`src/rtl/uart_tx_fifo.sv`:
```
// uart_tx_fifo: UART transmitter with a small input FIFO.
// Words are queued on tx_start and serialised LSB first on tx_pin.
// Each frame is: start bit, DATA_BITS data bits, an optional parity bit, then 1 or 2 stop bits.
// When a word is waiting at the end of a stop bit, the next start bit
// follows immediately, so queued frames go out back-to-back.
module uart_tx_fifo #(
    parameter int CLKS_PER_BIT = 2,
    parameter int DATA_BITS    = 8,
    parameter int PARITY       = 0,
    parameter int STOP_BITS    = 1,
    parameter int FIFO_DEPTH   = 4
) (
    input  logic                 clk,
    input  logic                 rst,
    input  logic [DATA_BITS-1:0] byte2send,
    input  logic                 tx_start,
    output logic                 tx_ready,
    output logic                 tx_busy,
    output logic                 tx_done,
    output logic                 tx_pin
);

    // A one-cycle bit still needs a one-bit counter so the vectors stay legal.
    localparam int CW = (CLKS_PER_BIT > 1) ? $clog2(CLKS_PER_BIT) : 1;
    localparam int BW = $clog2(DATA_BITS);
    localparam int AW = $clog2(FIFO_DEPTH);

    localparam logic [CW-1:0] CNT_LAST  = CW'(CLKS_PER_BIT - 1);
    localparam logic [CW-1:0] CNT_PEN   = CW'((CLKS_PER_BIT > 1) ? CLKS_PER_BIT - 2 : 0);
    localparam logic [BW-1:0] BIT_LAST  = BW'(DATA_BITS - 1);
    localparam logic          STOP_LAST = (STOP_BITS == 2);
    localparam logic [AW:0]   FULL      = (AW+1)'(FIFO_DEPTH);
    localparam logic          ODD       = (PARITY == 2);

    typedef enum logic [2:0] {
        S_IDLE,
        S_START,
        S_DATA,
        S_PARITY,
        S_STOP
    } state_t;

    // FIFO storage and bookkeeping
    logic [DATA_BITS-1:0] mem_q [FIFO_DEPTH];
    logic [AW-1:0]        wrPtr_q;
    logic [AW-1:0]        rdPtr_q;
    logic [AW:0]          count_q;

    // Transmitter state
    state_t               state_q;
    logic [CW-1:0]        cnt_q;
    logic [BW-1:0]        bitIdx_q;
    logic                 stopIdx_q;
    logic [DATA_BITS-1:0] shift_q;
    logic                 parity_q;
    logic                 pin_q;
    logic                 done_q;

    logic                 fifoEmpty;
    logic                 pushEn;
    logic                 popEn;
    logic                 bitEnd;
    logic                 lastStop;
    logic                 dataDone;
    logic                 toStop;
    logic                 doneNext;
    logic [DATA_BITS-1:0] headWord;

    assign fifoEmpty = (count_q == '0);
    assign tx_ready  = (count_q != FULL);
    assign pushEn    = tx_start && tx_ready;
    assign headWord  = mem_q[rdPtr_q];

    assign bitEnd    = (cnt_q == CNT_LAST);
    assign lastStop  = (state_q == S_STOP) && bitEnd && (stopIdx_q == STOP_LAST);
    assign popEn     = !fifoEmpty && ((state_q == S_IDLE) || lastStop);

    assign dataDone  = (state_q == S_DATA) && bitEnd && (bitIdx_q == BIT_LAST);
    assign toStop    = (dataDone && (PARITY == 0)) || ((state_q == S_PARITY) && bitEnd);

    // tx_done is registered, so it is raised on the edge that enters the
    // final cycle of the final stop bit; the three terms cover a multi-cycle
    // stop bit, a one-cycle second stop bit, and a one-cycle single stop bit.
    assign doneNext  = ((state_q == S_STOP) && !bitEnd && (cnt_q == CNT_PEN) &&
                        (stopIdx_q == STOP_LAST))
                     || ((CLKS_PER_BIT == 1) && (STOP_BITS == 2) &&
                         (state_q == S_STOP) && bitEnd && !stopIdx_q)
                     || ((CLKS_PER_BIT == 1) && (STOP_BITS == 1) && toStop);

    assign tx_busy   = (state_q != S_IDLE) || !fifoEmpty;
    assign tx_done   = done_q;
    assign tx_pin    = pin_q;

    // FIFO storage array; contents need no reset because occupancy gates every read.
    always_ff @(posedge clk) begin
        if (pushEn) begin
            mem_q[wrPtr_q] <= byte2send;
        end
    end

    // FIFO pointers and occupancy; a simultaneous push and pop leave the count unchanged.
    always_ff @(posedge clk) begin
        if (rst) begin
            wrPtr_q <= '0;
            rdPtr_q <= '0;
            count_q <= '0;
        end else begin
            if (pushEn) begin
                wrPtr_q <= wrPtr_q + 1'b1;
            end
            if (popEn) begin
                rdPtr_q <= rdPtr_q + 1'b1;
            end
            if (pushEn && !popEn) begin
                count_q <= count_q + 1'b1;
            end else if (!pushEn && popEn) begin
                count_q <= count_q - 1'b1;
            end
        end
    end

    // Frame sequencer; tx_pin is set on the edge that enters each new bit.
    always_ff @(posedge clk) begin
        if (rst) begin
            state_q   <= S_IDLE;
            cnt_q     <= '0;
            bitIdx_q  <= '0;
            stopIdx_q <= 1'b0;
            shift_q   <= '0;
            parity_q  <= 1'b0;
            pin_q     <= 1'b1;
            done_q    <= 1'b0;
        end else begin
            done_q <= doneNext;
            if (popEn) begin
                shift_q  <= headWord;
                parity_q <= (^headWord) ^ ODD;
            end
            case (state_q)
                S_IDLE: begin
                    if (popEn) begin
                        state_q <= S_START;
                        cnt_q   <= '0;
                        pin_q   <= 1'b0;
                    end else begin
                        pin_q   <= 1'b1;
                    end
                end
                S_START: begin
                    if (bitEnd) begin
                        state_q  <= S_DATA;
                        cnt_q    <= '0;
                        bitIdx_q <= '0;
                        pin_q    <= shift_q[0];
                    end else begin
                        cnt_q <= cnt_q + 1'b1;
                    end
                end
                S_DATA: begin
                    if (bitEnd) begin
                        cnt_q <= '0;
                        if (bitIdx_q == BIT_LAST) begin
                            if (PARITY != 0) begin
                                state_q <= S_PARITY;
                                pin_q   <= parity_q;
                            end else begin
                                state_q   <= S_STOP;
                                stopIdx_q <= 1'b0;
                                pin_q     <= 1'b1;
                            end
                        end else begin
                            bitIdx_q <= bitIdx_q + 1'b1;
                            shift_q  <= shift_q >> 1;
                            pin_q    <= shift_q[1];
                        end
                    end else begin
                        cnt_q <= cnt_q + 1'b1;
                    end
                end
                S_PARITY: begin
                    if (bitEnd) begin
                        state_q   <= S_STOP;
                        cnt_q     <= '0;
                        stopIdx_q <= 1'b0;
                        pin_q     <= 1'b1;
                    end else begin
                        cnt_q <= cnt_q + 1'b1;
                    end
                end
                S_STOP: begin
                    if (bitEnd) begin
                        cnt_q <= '0;
                        if (stopIdx_q == STOP_LAST) begin
                            if (popEn) begin
                                state_q <= S_START;
                                pin_q   <= 1'b0;
                            end else begin
                                state_q <= S_IDLE;
                                pin_q   <= 1'b1;
                            end
                        end else begin
                            stopIdx_q <= 1'b1;
                        end
                    end else begin
                        cnt_q <= cnt_q + 1'b1;
                    end
                end
                default: begin
                    state_q <= S_IDLE;
                    pin_q   <= 1'b1;
                end
            endcase
        end
    end

endmodule
```
`config.mk`:
```
export PLATFORM = sky130hd
export DESIGN_NAME = uart_tx_fifo
export DESIGN_NICKNAME = d
export VERILOG_FILES = /design/src/rtl/uart_tx_fifo.sv
export SDC_FILE = /design/constraint.sdc
export NUM_CORES = 1
export LEC_CHECK = 0
export CORE_MARGIN = 4
export CORE_UTILIZATION = 55
export CTS_CLUSTER_DIAMETER = 80
export DETAILED_ROUTE_END_ITERATION = 8
export PLACE_DENSITY = 0.74
export SLEW_MARGIN = 20
export SYNTH_ARGS = -nofsm -noshare
export SYNTH_HDL_FRONTEND = slang
export SYNTH_SLANG_ARGS = --single-unit
```
`constraint.sdc`:
```
create_clock -name clk -period 3.8 [get_ports clk]
set_input_delay 0.76 -clock clk [delete_from_list [all_inputs] [get_ports clk]]
set_output_delay 0.76 -clock clk [all_outputs]
set_load 0.02 [all_outputs]
```
Word-level counts from Yosys, hierarchy flattened
Memories as Yosys holds them, arrays and structs flattened. A register that Yosys moved wholly into a read port is not among the register bits.
Index checks and enable logic that the tools add are counted.
{"block": "op_classes", "n_addsub": 6, "n_eq_ne": 14, "muxes": 40, "bitwise_logic": 2, "n_reduce_logical": 28}
{"op": "2-to-1 mux 3 bit", "n": 12}
{"op": "2-to-1 mux 8 bit", "n": 4}
{"op": "2-to-1 mux 1 bit", "n": 17}
{"op": "case mux 3 bit (5 select lines)", "n": 1}
{"op": "inequality test 2 bit, second input constant", "n": 7}
{"op": "AND reduction 5 bit", "n": 2}
{"op": "logical AND 1 bit", "n": 9}
{"op": "AND reduction 7 bit", "n": 1}
{"op": "adder 3 x 1 -> 3 bit, second input constant", "n": 2}
{"op": "== test 3 x 2 -> 1 bit, second input constant", "n": 2}
{"op": "== test 3 bit, second input constant", "n": 2}
{"op": "zero test 3 bit", "n": 2}
{"op": "case mux 3 bit (2 select lines)", "n": 1}
{"op": "nonzero test 2 bit", "n": 3}
{"op": "nonzero test 3 bit", "n": 2}
{"op": "case mux 1 bit (5 select lines)", "n": 1}
{"op": "adder 2 x 1 -> 2 bit, second input constant", "n": 2}
{"op": "zero test 1 bit", "n": 4}
{"op": "2-to-1 mux 2 bit", "n": 2}
{"op": "AND reduction 4 bit", "n": 1}
{"op": "OR reduction 4 bit", "n": 1}
{"op": "== test 3 x 1 -> 1 bit, second input constant", "n": 1}
{"op": "inequality test 3 bit, second input constant", "n": 1}
{"op": "case mux 1 bit (3 select lines)", "n": 1}
{"op": "other kinds (7)", "n": 9}
{"block": "word_totals", "register_bits": 25, "mem_bits_rw": 32, "output_inout_bits": 4, "mem_count": 1}
{"memory": "mem_q", "depth": 4, "word_bits": 8, "rd": 1, "rd_ports_with_merged_regs": 1, "write_ports": 1, "line": "44", "text": "logic [DATA_BITS-1:0] mem_q [FIFO_DEPTH];"}

Logic depth before layout (Yosys ltp)
{"block": "logic_depth", "depth_word": 9, "depth_mapped": 10, "ltp_nobuf": 8}

Worst setup path after synthesis
OpenSTA, ideal clock, no wires.
{"block": "synth_path", "kind": "in2reg", "from": "in tx_start", "to": "reg count_q[2]", "arrival_time_ns": 2.341, "required_time_ns": 3.730, "setup_slack_ns": 1.389, "stages": 7, "path_buffers": 0, "cell_sequence": "a21boi_1 ha_1 inv_1 fa_1 xor2_1 or3_1 a21oi_1"}
{"block": "synth_via", "elab_chain_cells": 4, "word_cells_on_any_way": 6, "cone_classes": "mux: 1; reduce/logical: 5"}
{"element": "start, declared", "line": "16", "text": "input logic tx_start,"}
{"element": "logical AND 1 bit (*)", "line": "71", "text": "assign pushEn = tx_start && tx_ready;"}
{"element": "zero test 1 bit", "line": "116", "text": "end else if (!pushEn && popEn) begin"}
{"element": "logical AND 1 bit", "line": "116"}
{"element": "nonzero test 2 bit (no line)"}
{"element": "end signal, assigned", "line": "115", "text": "count_q <= count_q + 1'b1;"}
{"element": "end signal, assigned", "line": "117", "text": "count_q <= count_q - 1'b1;"}
{"element": "end, declared", "line": "47", "text": "logic [AW:0] count_q;"}
Mark *: on every way between the ends. The rest lies on a longest branch, timed or not.
A chain may end at the register's enable or synchronous reset.

Final worst setup path
{"block": "layout_path", "from": "in tx_start", "to": "reg count_q[2]"}
{"block": "layout_via", "elab_chain_cells": 4, "word_cells_on_any_way": 6, "cone_classes": "mux: 1; reduce/logical: 5"}
{"element": "logical AND 1 bit (*)", "line": "71"}
{"element": "net pushEn", "line": "60", "text": "logic pushEn;"}
{"element": "zero test 1 bit", "line": "116"}
{"element": "logical AND 1 bit", "line": "116"}
{"element": "nonzero test 2 bit (no line)"}
The timed path passes the listed nets; every way through them passes the cells marked *.

==> impl_metrics.csv <==
group,metric,value,unit
critical_path,required,4040,ps
sta,finalHoldViolations,0,
synthesis,syn_inst,178,
synthesis,synthSimpleGateAreaFrac,0.102,
synthesis,ys_async_sr_fraction,0,
drt,drt_iter0_drc,94,
hold_path,hold_path_class,"reg -> reg",
cts,cts.sinks,58,
finish,finalInstanceArea,2790,um^2
synthesis,synth_area_leaders,"edfxtp_1 (40%), dfxtp_1 (21%), mux4_2 (7.4%), mux2i_1 (4.5%), ha_1 (3.6%)",
place,placed_area,2580,um^2
synthesis,synth-xor-area-share,0.0180,
global_routing,grt_pass1_wl,6700,um
critical_path,worstPathMaxFanout,7,
drt,drc,0,
die,dieArea,5550,um^2
drt,viasPerCell,5.69,
global_routing,antenna_found_initial,0,
die,die_w,74.5,um
critical_path,crit_path_start_kind,"primary input",
synthesis,synth_seq_cells,58,
finish,syn2layout_area_growth,14.9,%
power_and_ir_drop,cellPowerDensity,743,nW/um^2
sta,rsz0062_at_grt,"no",
global_routing,grt_remaining_overflow,0,
synthesis,netlist_area,2430,um^2
sta,setup_violations,0,
drt,ant_nets,0,
sta,tightestPinTransition,933,ps
outcome,status,"finished clean",
run,maxCapViolCount,0,
sta,tns,0,ps
drt,dr.pass1.iters,4,
synthesis,synth_ff_type,"edfxtp_1",
sta,timing.final.ws_setup,969,ps
die,pin_count,15,
finish,final_cell_mix,"edfxtp_1 (32), dfxtp_1 (26), nor2_1 (20)",
synthesis,synth_cell_types,37,
power_and_ir_drop,p_leak,0.00103,uW
finish,mostFrequentLayoutCell,"edfxtp_1",
power_and_ir_drop,peakVddDrop,0.348,mV
place,dp_slack,645,ps
sta,fmax,353,MHz
finish,fin_nets,212,
sta,finalClockSkew,7.82,ps
place,gp_congestion,0.769,
cts,ctsResizeCount,0,
cts,tritoncts,"done",
finish,antenna_cells,0,
synthesis,synth-compound-area-share,0.0751,
cts,cts_buffer_depth,2,
power_and_ir_drop,finalPower,2080,uW
synthesis,syn_nets,197,
global_routing,grt_usage,0.172,
cts,cts_made_buffers,9,
cts,cts_setup_buffers,0,
drt,vias,1411,
die,die_y,74.5,um
synthesis,ys_warn_count,0,
die,start_util,0.587,
critical_path,critPathArrivalTime,3070,ps
sta,fin_crit,2830,ps
place,hpwl,2690,um
critical_path,path_class,"in -> reg",
cts,cts.clk_slew.worst_paths,60,ps
drt,finalWirelength,4050,um
cts,cts_hold_buf,0,
drt,wl_per_cell,16.3,um
die,fp.coreArea,4140,um^2
synthesis,yosysTopAreaCell,"edfxtp_1",
global_routing,grt_max_degree,26,
die,fp-row-count,23,
synthesis,synth_edf_count,32,
finish,drive_above_1_share,0.136,
sta,max_slew_margin,0.376,
place,portBuffers,14,
sta,drv_slew,0,
synthesis,synth_top_family_by_area,"multiplexers",
sta,post-route-period-util,0.745,
cts,worstSkewPairLatency,340,ps
global_routing,grt_pass1_vias,1374,
cts,clockRootBuffer,"clkbuf_8",
critical_path,cp-end-kind,"flop",
synthesis,synth-adder-area-share,0.0443,
synthesis,synth_area_per_cell,13.7,um^2
synthesis,yosysSeqAreaShare,0.609,
synthesis,synth_mux_area_frac,0.119,
synthesis,netlist.area_leader.share,0.395,
cts,htreeDepth,3,
-- worst max-delay path: stages --
cell and delay [ps]:
clkdlybuf4s50_1 470, a21boi_1 480, ha_1 270, inv_1 60
fa_1 380, xor2_1 160, or3_1 310, a21oi_1 180
-- cells by family (layout without fill, tap and decap cells) --
| group | after synthesis | after routing |
|---|---|---|
| flip-flops | 58 | 58 |
| AND/OR/NAND/NOR | 46 | 46 |
| AO/OA/AOI/OAI | 27 | 27 |
| multiplexers | 19 | 19 |
| buffers and inverters | 15 | 35 |
| adder cells (fa/ha/maj) | 8 | 8 |
| XOR/XNOR | 5 | 5 |
-- cell usage after synthesis (2+ instances only) --
master,n
xor2_1,4
o211ai_1,2
buf_2,3
inv_1,5
mux2i_1,11
and2_1,4
clkbuf_1,6
nand2_1,5
dfxtp_1,26
edfxtp_1,32
ha_1,7
nor3_1,3
nor2b_1,3
a21oi_1,4
o2111ai_1,2
mux4_2,8
o21ai_0,7
nor2_1,20
nand2b_1,2
a211oi_1,7
-- flip-flops by register name (all words and copies together), names as in the netlist, named ones only --
name,cells
tx_done,1
rdPtr_q,2
mem_q,32
bitEnd,1
tx_pin,1
bitIdx_q,3
wrPtr_q,2
shift_q,8
state_q,3
count_q,3
-- where the power goes --
| group | internal, uW | switching, uW | leakage, uW |
|---|---|---|---|
| Combinational | 282 | 281 | 0.000414 |
| Sequential | 787 | 119 | 0.000507 |
| Clock | 367 | 241 | 0.000105 |
-- area by class of cell --
cell class                      instances  area [um^2]
Inverter                                5         18.8
Fill cell                             310         1350
Clock inverter                          7         93.8
Clock buffer                            9          124
Multi-Input combinational cell        105          873
Sequential cell                        58         1480
Tap cell                               50         62.6
Timing Repair Buffer                   14          140
-- per-layer routing --
layer,share of wire,up-vias,track usage
met2,0.50,27,0.267
met4,0.017,0,0.0711
met5,0,-,0
met3,0.046,6,0.0851
met1,0.44,694,0.205
li1,-,684,-
-- path summary, 6_finish.rpt --
kind | start | to | slack (ps) | cells past startpoint
min reg2reg | bitIdx_q[1]$_SDFFE_PP0P_ | bitIdx_q[1]$_SDFFE_PP0P_ | 460 | 2
max | tx_start | count_q[2]$_SDFFE_PP0P_ | 970 | 8
min | bitIdx_q[1]$_SDFFE_PP0P_ | bitIdx_q[1]$_SDFFE_PP0P_ | 460 | 2
max reg2reg | count_q[0]$_SDFFE_PP0P_ | count_q[2]$_SDFFE_PP0P_ | 1360 | 8
-- stage by stage --
stage	std cells	util	hold slack [ps]
6_report	248	0.674	461
5_1_grt	248	0.674	493
4_1_cts	248	0.674	465
3_5_place_dp	232	0.622	455
3_3_place_gp	232	0.622	446
2_1_floorplan	178	-	436
No activity file was read; power rests on OpenSTA's default activity.
